--- config.mk ---
export PLATFORM = sky130hd
export DESIGN_NAME = mem_access_unit
export DESIGN_NICKNAME = d
export VERILOG_FILES = /design/src/rtl/mem_access_unit.sv
export SDC_FILE = /design/constraint.sdc
export NUM_CORES = 1
export LEC_CHECK = 0
export CORE_ASPECT_RATIO = 1.5
export CORE_MARGIN = 5
export CORE_UTILIZATION = 40
export CTS_CLUSTER_DIAMETER = 30
export DETAILED_ROUTE_END_ITERATION = 12
export GPL_TIMING_DRIVEN = 0
export PLACE_DENSITY = 0.74
export RECOVER_POWER = 25
export SLEW_MARGIN = 20
export SYNTH_ARGS = -nofsm -noshare
export SYNTH_HDL_FRONTEND = slang
export SYNTH_SLANG_ARGS = --single-unit
--- constraint.sdc ---
create_clock -name clk_i -period 4.5 [get_ports clk_i]
set_clock_uncertainty 0.05 [all_clocks]
set_input_delay 0.9 -clock clk_i [delete_from_list [all_inputs] [get_ports clk_i]]
set_output_delay 0.9 -clock clk_i [all_outputs]
set_load 0.02 [all_outputs]
--- src/rtl/mem_access_unit.sv ---
// Byte/halfword load-store sequencer for an 8-bit data-memory port.
// Each request becomes one or two single-byte RAM cycles followed by a one-cycle response pulse.
module mem_access_unit #(
    parameter int unsigned ADDR_W = 8,
    parameter int unsigned BYTE_W = 8
) (
    input  logic                clk_i,
    input  logic                rst_i,
    input  logic                req_valid_i,
    output logic                req_ready_o,
    input  logic                req_we_i,
    input  logic                req_half_i,
    input  logic                req_signed_i,
    input  logic [ADDR_W-1:0]   req_addr_i,
    input  logic [2*BYTE_W-1:0] req_wdata_i,
    output logic                rsp_valid_o,
    output logic [2*BYTE_W-1:0] rsp_rdata_o,
    output logic                mem_we_o,
    output logic [ADDR_W-1:0]   mem_addr_o,
    output logic [BYTE_W-1:0]   mem_din_o,
    input  logic [BYTE_W-1:0]   mem_dout_i
);

    localparam int unsigned HALF_W = 2 * BYTE_W;

    typedef enum logic [1:0] {StIdle, StLo, StHi, StResp} state_e;

    state_e              state_q, state_d;
    logic                we_q, we_d;
    logic                half_q, half_d;
    logic                signed_q, signed_d;
    logic [ADDR_W-1:0]   addr_q, addr_d;
    logic [HALF_W-1:0]   wdata_q, wdata_d;
    logic [BYTE_W-1:0]   lo_q, lo_d;
    logic [HALF_W-1:0]   rsp_q, rsp_d;

    always_ff @(posedge clk_i or posedge rst_i) begin
        if (rst_i) begin
            state_q  <= StIdle;
            we_q     <= 1'b0;
            half_q   <= 1'b0;
            signed_q <= 1'b0;
            addr_q   <= '0;
            wdata_q  <= '0;
            lo_q     <= '0;
            rsp_q    <= '0;
        end else begin
            state_q  <= state_d;
            we_q     <= we_d;
            half_q   <= half_d;
            signed_q <= signed_d;
            addr_q   <= addr_d;
            wdata_q  <= wdata_d;
            lo_q     <= lo_d;
            rsp_q    <= rsp_d;
        end
    end

    always_comb begin
        state_d  = state_q;
        we_d     = we_q;
        half_d   = half_q;
        signed_d = signed_q;
        addr_d   = addr_q;
        wdata_d  = wdata_q;
        lo_d     = lo_q;
        rsp_d    = rsp_q;
        unique case (state_q)
            StIdle: begin
                if (req_valid_i) begin
                    we_d     = req_we_i;
                    half_d   = req_half_i;
                    signed_d = req_signed_i;
                    addr_d   = req_addr_i;
                    wdata_d  = req_wdata_i;
                    state_d  = StLo;
                end
            end
            StLo: begin
                if (half_q) begin
                    // Low byte is parked until the high byte arrives so the response updates once.
                    lo_d    = mem_dout_i;
                    state_d = StHi;
                end else begin
                    rsp_d   = we_q ? '0
                                   : {{BYTE_W{signed_q & mem_dout_i[BYTE_W-1]}}, mem_dout_i};
                    state_d = StResp;
                end
            end
            StHi: begin
                rsp_d   = we_q ? '0 : {mem_dout_i, lo_q};
                state_d = StResp;
            end
            StResp: begin
                state_d = StIdle;
            end
            default: begin
                state_d = StIdle;
            end
        endcase
    end

    // RAM-side outputs depend only on registered state, never on the request inputs.
    always_comb begin
        mem_we_o   = 1'b0;
        mem_addr_o = '0;
        mem_din_o  = '0;
        case (state_q)
            StLo: begin
                mem_we_o   = we_q;
                mem_addr_o = addr_q;
                mem_din_o  = wdata_q[BYTE_W-1:0];
            end
            StHi: begin
                mem_we_o   = we_q;
                mem_addr_o = addr_q + ADDR_W'(1);
                mem_din_o  = wdata_q[HALF_W-1:BYTE_W];
            end
            default: begin
                mem_we_o   = 1'b0;
                mem_addr_o = '0;
                mem_din_o  = '0;
            end
        endcase
    end

    assign req_ready_o = (state_q == StIdle);
    assign rsp_valid_o = (state_q == StResp);
    assign rsp_rdata_o = rsp_q;

endmodule
==> results of run 1 <==
-- logic make-up (layout without fill, tap and decap cells) --
logic type	after synthesis	after routing	synth area share, %
AND/OR/NAND/NOR	53	53	10.2
adder cells (fa/ha/maj)	5	5	2.47
XOR/XNOR	1	1	0.346
AO/OA/AOI/OAI	48	48	12.0
multiplexers	44	44	19.1
flip-flops	53	53	52.4
buffers and inverters	19	100	3.46
-- area by class of cell --
type	count	area, um2	area share, %
plain buffers	14	68.8	2.00
clock buffers	5	68.8	2.00
clock inverters	3	26.3	0.763
inverters	5	18.8	0.545
multi-input cells	151	1120	32.4
flip-flops and latches	53	1330	38.5
well taps	74	92.6	2.69
repair buffers	73	724	21.0
-- sequential cells by signal, indices dropped and copies added, names as in the netlist --
signal       flops
signed_q         1
state_q          2
addr_q           8
half_q           1
lo_q             8
we_q             1
rsp_rdata_o     16
wdata_q         16
-- final timing paths --
path / end / cells past startpoint / from / slack [ns]
setup / recovery: mem_addr_o[6] / 7 / state_q[0]$_DFFE_PP0P_ / 0.96
hold / removal: rsp_rdata_o[13]$_DFFE_PP0P_ / 2 / rsp_rdata_o[13]$_DFFE_PP0P_ / 0.44
setup reg to reg: wdata_q[3]$_DFFE_PP0P_ / 5 / state_q[0]$_DFFE_PP0P_ / 2.56
hold reg to reg: rsp_rdata_o[13]$_DFFE_PP0P_ / 2 / rsp_rdata_o[13]$_DFFE_PP0P_ / 0.44
max in group asynchronous: wdata_q[5]$_DFFE_PP0P_ / 3 / rst_i / 1.44
min in group asynchronous: rsp_rdata_o[0]$_DFFE_PP0P_ / 2 / rst_i / 1.26
-- power breakdown --
part / switching (mW) / total (mW) / internal [mW] / leakage, nW
sequential: 0.151 / 0.851 / 0.700 / 0.646
clock: 0.162 / 0.276 / 0.114 / 0.0487
combinational: 0.752 / 1.42 / 0.665 / 0.714
total: 1.06 / 2.54 / 1.48 / 1.41
-- metal layers --
metal | GRT usage (%) | vias to the layer above
li1 | - | 957
met1 | 18.2 | 955
met2 | 27.9 | 57
met3 | 3.55 | 8
met4 | 4.83 | 0
met5 | 0 | -
-- worst max-delay path: cells and delay by family (launching register included) --
| family | cells | cell delay (ns) |
|---|---|---|
| buffers and inverters | 4 | 0.96 |
| and+or+nand+nor | 1 | 0.50 |
| DFF | 1 | 0.43 |
| AOI/OAI and AO/OA | 1 | 0.20 |
| adders and majority gates | 1 | 0.19 |
-- through the flow --
step	util, %	cells
6_report	55.7	378
5_1_grt	55.7	378
4_1_cts	56.1	378
3_5_place_dp	54.6	370
3_3_place_gp	54.1	369
2_1_floorplan	-	223
-- cell usage in the layout (no fill, tap or decap), types with 7 or more instances in the layout --
cell type and count:
o31ai_1 9, mux2_2 35, nand2_1 23, buf_2 7, o21ai_0 14, a21oi_1 9, nor2_1 10, clkdlybuf4s50_1 70
mux2i_1 9, dfrtp_1 53, a22oi_1 9
==> results.md, run 1 <==
- Run status: completed
- Ys flop type: dfrtp_1
- # setup viols final: 0
- Max cap viols: 0
- Max-slew violations: 0
- Total power: 2.54 mW
- Min setup slack post-route: 0.960 ns
- Cts bufs inserted: 5
- Flops & latches, synth: 53
- Final WL: 5850 um
- Crit path time final: 3.54 ns
- Via count: between 1,500 and 2,000
- FILL cells: 556
- Core ar.: 6170 um2
- Area grow syn2layout: 36.1%
- Via density: 5.23
- Worst-margin pin slew: ~1.2 ns
- CP Launch Type: flip-flop
- Number of port buffers: just over 70
- CTS clock-pin slew for the worst setup and hold paths: 0.11 ns
- GP Congestion: 0.729
- Final Hold Viols: 0
- Yosys cell types: 32
- TNS Setup: 0 ns
- Critical path type: reg2out
- Max FO, Critical Path: 10
- Area leader, netlist: dfrtp_1
- Mean post-synth cell area: roughly 11 um2
- Tcrit/Tclk final: between 70% and 80%
- # DRC: 0
- Global Route Usage Sum: between 10% and 20%
- Global-route wire length before repair: 9800 um
- Antenna diodes: 0
- Max Used Layer: met4
- Root Driver: clkbuf_8
- Pleak: 1.41 nW
- Register area share after synthesis: 52.4%
- CTS Sinks: 53
- Hold-fix buffers at CTS: 0
- H-Tree Depth: 2
- Ys async rst share: 100%
- CP arrival: between 2 and 3 ns
- Most frequent cells after synthesis: dfrtp_1 (53), mux2_2 (35), nand2_1 (23), o21ai_0 (14), nor2_1 (10)
- Net Count, Synth: 266
- Count leader, synth: dfrtp_1
- Critical-path cell list: inv_1, ha_1, buf_6, inv_2, or4_1, a31oi_1, clkdlybuf4s50_1
- Post-Syn Instances: 223
- WL met3: 333 um
- Largest net degree at the start of global routing: 32
- Power per Cell Area: 739 nW/um2
- Vias in the first global route: 2,107
- Rows: 35
- Highest clock rate: 282 MHz
- Starting Density: roughly 41%
- Longest Clk Path Bufs: 2
- Crit end category: primary output
- Synth Cell Area: 2530 um2
- DPL Wire Length: 4490 um
- Die area: 8050 um2
- IO Count: 73
- Final nets: 346
- CP peak stage delay: 0.63 ns
- Drt first pass iters: 4
- Chip height: 107 um
- Grt total ovfl: 0
- Metal2 WL: 3160 um
- Rel. slew slack: 17.9%
- Latest clock arrival within the worst-skew pair: 0.30 ns
- Antenna violations before repair: 0
- Setup bufs post-CTS: 0
- Largest cells by area after synthesis: dfrtp_1 (52%), mux2_2 (16%), mux2i_1 (3.6%), nand2_1 (3.4%), o21ai_0 (2.8%)
- Post-synth EDFFs: 0
- RSZ-0062 raised after global routing: no
- Layout cell share with drive strength beyond 1: 18.1%
- M1 WL: 2270 um
- Die X: 74.9 um
- Worst path required time: 3.55 ns
- Setup slack at placement: 1.30 ns
- CTS tree: yes
- Synthesis Warnings: 0
- Routed wire per std cell: 15.5 um
- Placed instance area: 3370 um2
- Worst VDD drop: 412 uV
- Hold Slack: 0.437 ns
- Hold/Removal Path Class: reg2reg
- Iter 0 DRT Violations: 53
- Design Area, Final: 3440 um2
- Post-CTS sizing: 0
- Area share of the largest cell type after synthesis: 52.4%
- Slowest CP cell: clkdlybuf4s50_1
- Final ANT Viol Nets: 0
No activity file was read; power rests on OpenSTA's default activity.
==> run 2: changes to the inputs <==
PLACE_DENSITY = 0.77   (was 0.74)
clock period = 2.87 ns   (was 4.5 ns; I/O delays follow)
==> run 2 against run 1 <==
Against the previous run: sequential power grew 56%; critical path type unchanged; hold slack better by 0.00058 ns; non-clock buffer count rose by 2; routed wire length is 0.41% higher; total power increased by 56%; critical path depth unchanged; count of clock-buffer cells in the layout is the same.
==> results.md, run 2 (synthesis gave the netlist of run 1 again) <==
- Pleak: 1.49 nW (was 1.41 nW)
- Die X: 74.9 um (unchanged)
- DPL Wire Length: 4380 um (was 4490 um)
- Antenna diodes: 0 (unchanged)
- Global-route wire length before repair: 9700 um (was 9800 um)
- Tcrit/Tclk final: 97.6%
- Number of port buffers: 72 (unchanged)
- Final WL: 5880 um (was 5850 um)
- Gate power share: 54.9% (was 55.7%)
- Crit path time final: 2.80 ns
- Most frequent cells in the layout: clkdlybuf4s50_1 (55), dfrtp_1 (53), mux2_2 (35) (was clkdlybuf4s50_1 (70), dfrtp_1 (53), mux2_2 (35))
- CTS clock-pin slew for the worst setup and hold paths: 0.11 ns (about the same)
- Final Hold Viols: 0 (unchanged)
- Critical path type: reg2out (unchanged)
- Longest Clk Path Bufs: 2 (unchanged)
- Drt first pass iters: 4 (unchanged)
- Final nets: 348 (was 346)
- Worst-margin pin slew: 0.954 ns (was 1.23 ns)
- Die area: 8050 um2 (unchanged)
- Final ANT Viol Nets: 0 (unchanged)
- Highest clock rate: 357 MHz
- CTS tree: yes (unchanged)
- Chip height: 107 um (unchanged)
- Latest clock arrival within the worst-skew pair: 0.30 ns (about the same)
- Root Driver: clkbuf_8 (unchanged)
- Clk network pwr share: 11.5% (was 10.8%)
- Max cap viols: 0 (unchanged)
- Commonest non-fill, non-tap cell in the layout: clkdlybuf4s50_1 (unchanged)
- Setup slack at placement: -0.0161 ns (was 1.30 ns)
- Int Pwr: 2.27 mW (was 1.48 mW)
- Rel. slew slack: 36.3% (was 17.9%)
- GP Congestion: 0.741 (was 0.729)
- Critical-path cell list: inv_1, ha_1, buf_6, inv_2, or4_1, a31oi_1, clkbuf_2 (was inv_1, ha_1, buf_6, inv_2, or4_1, a31oi_1, clkdlybuf4s50_1)
- IO Count: 73 (unchanged)
- CTS Sinks: 53 (unchanged)
- Grt total ovfl: 0 (unchanged)
- Starting Density: 41.0% (unchanged)
- Vias in the first global route: 2,106 (was 2,107)
- Global Route Usage Sum: 15.3% (was 15.7%)
- Post-route insts no fill: 380 (was 378)
- Power per Cell Area: 1150 nW/um2 (was 739 nW/um2)
- CP arrival: 2.18 ns (was 2.59 ns)
- Psw: 1.69 mW (was 1.06 mW)
- Routed wire per std cell: 15.5 um (about the same)
- Sw Share: 42.8% (was 41.9%)
- Rows: 35 (unchanged)
- Worst path required time: 2.25 ns (was 3.55 ns)
- CP Launch Type: flip-flop (unchanged)
- Cts bufs inserted: 5 (unchanged)
- Slowest CP cell: or4_1 (was clkdlybuf4s50_1)
- # DRC: 0 (unchanged)
- Crit path from: state_q[0]$_DFFE_PP0P_ (unchanged)
- Via density: 5.28 (was 5.23)
- Antenna violations before repair: 0 (unchanged)
- Run status: completed (unchanged)
- Largest net degree at the start of global routing: 30 (was 32)
- Hold/Removal Path Class: reg2reg (unchanged)
- Max FO, Critical Path: 10 (unchanged)
- Iter 0 DRT Violations: 64 (was 53)
- CP peak stage delay: 0.50 ns (was 0.63 ns)
- Worst VDD drop: 594 uV (was 412 uV)
- Max-slew violations: 0 (unchanged)
- Core ar.: 6170 um2 (unchanged)
- Crit end category: primary output (unchanged)
- Worst reg2reg startpoint: state_q[1]$_DFFE_PP0P_ (was state_q[0]$_DFFE_PP0P_)
- H-Tree Depth: 2 (unchanged)
- Min setup slack post-route: 0.0697 ns (was 0.960 ns)
- Area grow syn2layout: 35.9% (was 36.1%)
- Min-delay src: rsp_rdata_o[11]$_DFFE_PP0P_ (was rsp_rdata_o[13]$_DFFE_PP0P_)
- Via count: 2,007 (was 1,977)
- RSZ-0062 raised after global routing: yes (was no)
- # setup viols final: 0 (unchanged)
- Layout cell share with drive strength beyond 1: 20.9% (was 18.1%)
- Post-Place Cells: 370 (unchanged)
- Share of power burned in registers: 33.6% (was 33.5%)
## run 2: changes by cell type in the layout (fill, tap and decap cells not counted), sizes merged
cell           before  now
clkdlybuf4s50      70   55
dlygate4sd2         0   13
buf                10   13
clkbuf             10   12
clkinv              2    1
dlygate4sd3         2    1
inv                 6    7
## run 2: power groups by stage
| stage | Clock, mW | Combinational (mW) | Sequential [mW] |
|---|---|---|---|
| 5_1_grt | 0.493 | 2.40 | 1.38 |
| 2_1_floorplan | 0 | 1.38 | 1.37 |
| 6_report | 0.455 | 2.17 | 1.33 |
| 3_5_place_dp | 0 | 2.24 | 1.35 |
| 4_1_cts | 0.471 | 2.18 | 1.33 |
| 3_3_place_gp | 0 | 2.20 | 1.32 |
## run 2: timing repair
item,CTS,global route
resized for setup,26,5
setup buffers,0,2
gates cloned,0,0
hold buffers,0,0
setup endpoints to repair,16,6
## run 2: critical path, delay by kind of cell, from the launching register on
| kind | cells | cell delay [ns] |
|---|---|---|
| adders and majority gates | 1 | 0.19 |
| buffers and inverters | 4 | 0.54 |
| and+or+nand+nor | 1 | 0.50 |
| DFF | 1 | 0.42 |
| AOI/OAI and AO/OA | 1 | 0.23 |
## run 2: cell type report
| cell class | instances | area (um2) |
|---|---|---|
| inverters | 5 | 18.8 |
| well taps | 74 | 92.6 |
| multi-input cells | 151 | 1120 |
| clock inverters | 3 | 28.8 |
| plain buffers | 14 | 77.6 |
| flip-flops and latches | 53 | 1330 |
| clock buffers | 5 | 68.8 |
| repair buffers | 75 | 709 |
| fillers | 550 | 2740 |
## run 2: worst paths after layout
| check | depth (start not counted) | end | slack [ns] |
|---|---|---|---|
| worst min-delay path | 2 | rsp_rdata_o[11]$_DFFE_PP0P_ | 0.44 |
| worst max register to register | 5 | wdata_q[9]$_DFFE_PP0P_ | 0.94 |
| max in group asynchronous | 3 | lo_q[6]$_DFFE_PP0P_ | 0.68 |
| min in group asynchronous | 2 | wdata_q[10]$_DFFE_PP0P_ | 0.85 |
| worst min register to register | 2 | rsp_rdata_o[11]$_DFFE_PP0P_ | 0.44 |
| worst max-delay path | 7 | mem_addr_o[6] | 0.07 |
## run 2: layer usage
layer | vias up | wire length, um | GRT usage (%)
li1 | 956 | - | -
met1 | 985 | 2260 | 17.9
met2 | 58 | 3150 | 27.4
met3 | 8 | 380 | 3.36
met4 | 0 | 87 | 4.20
met5 | - | 0 | 0
## run 2: metrics by stage
step	hold WS, ns	instance area [um2]	TNS [ns]	power, mW	util (%)
3_5_place_dp	0.420	3360	-0.0161	3.59	54.5
6_report	0.438	3440	0	3.96	55.7
4_1_cts	0.444	3450	-0.0778	3.98	55.9
5_1_grt	0.463	3440	-0.0413	4.26	55.7
2_1_floorplan	0.429	2530	0	2.76	-
3_3_place_gp	0.412	3340	0	3.53	54.1
==> run 3: changes to the inputs <==
CAP_MARGIN = 20   (was not set)
==> results of run 3 <==
No change in the layout: final DEF, timing and power equal those of run 2.
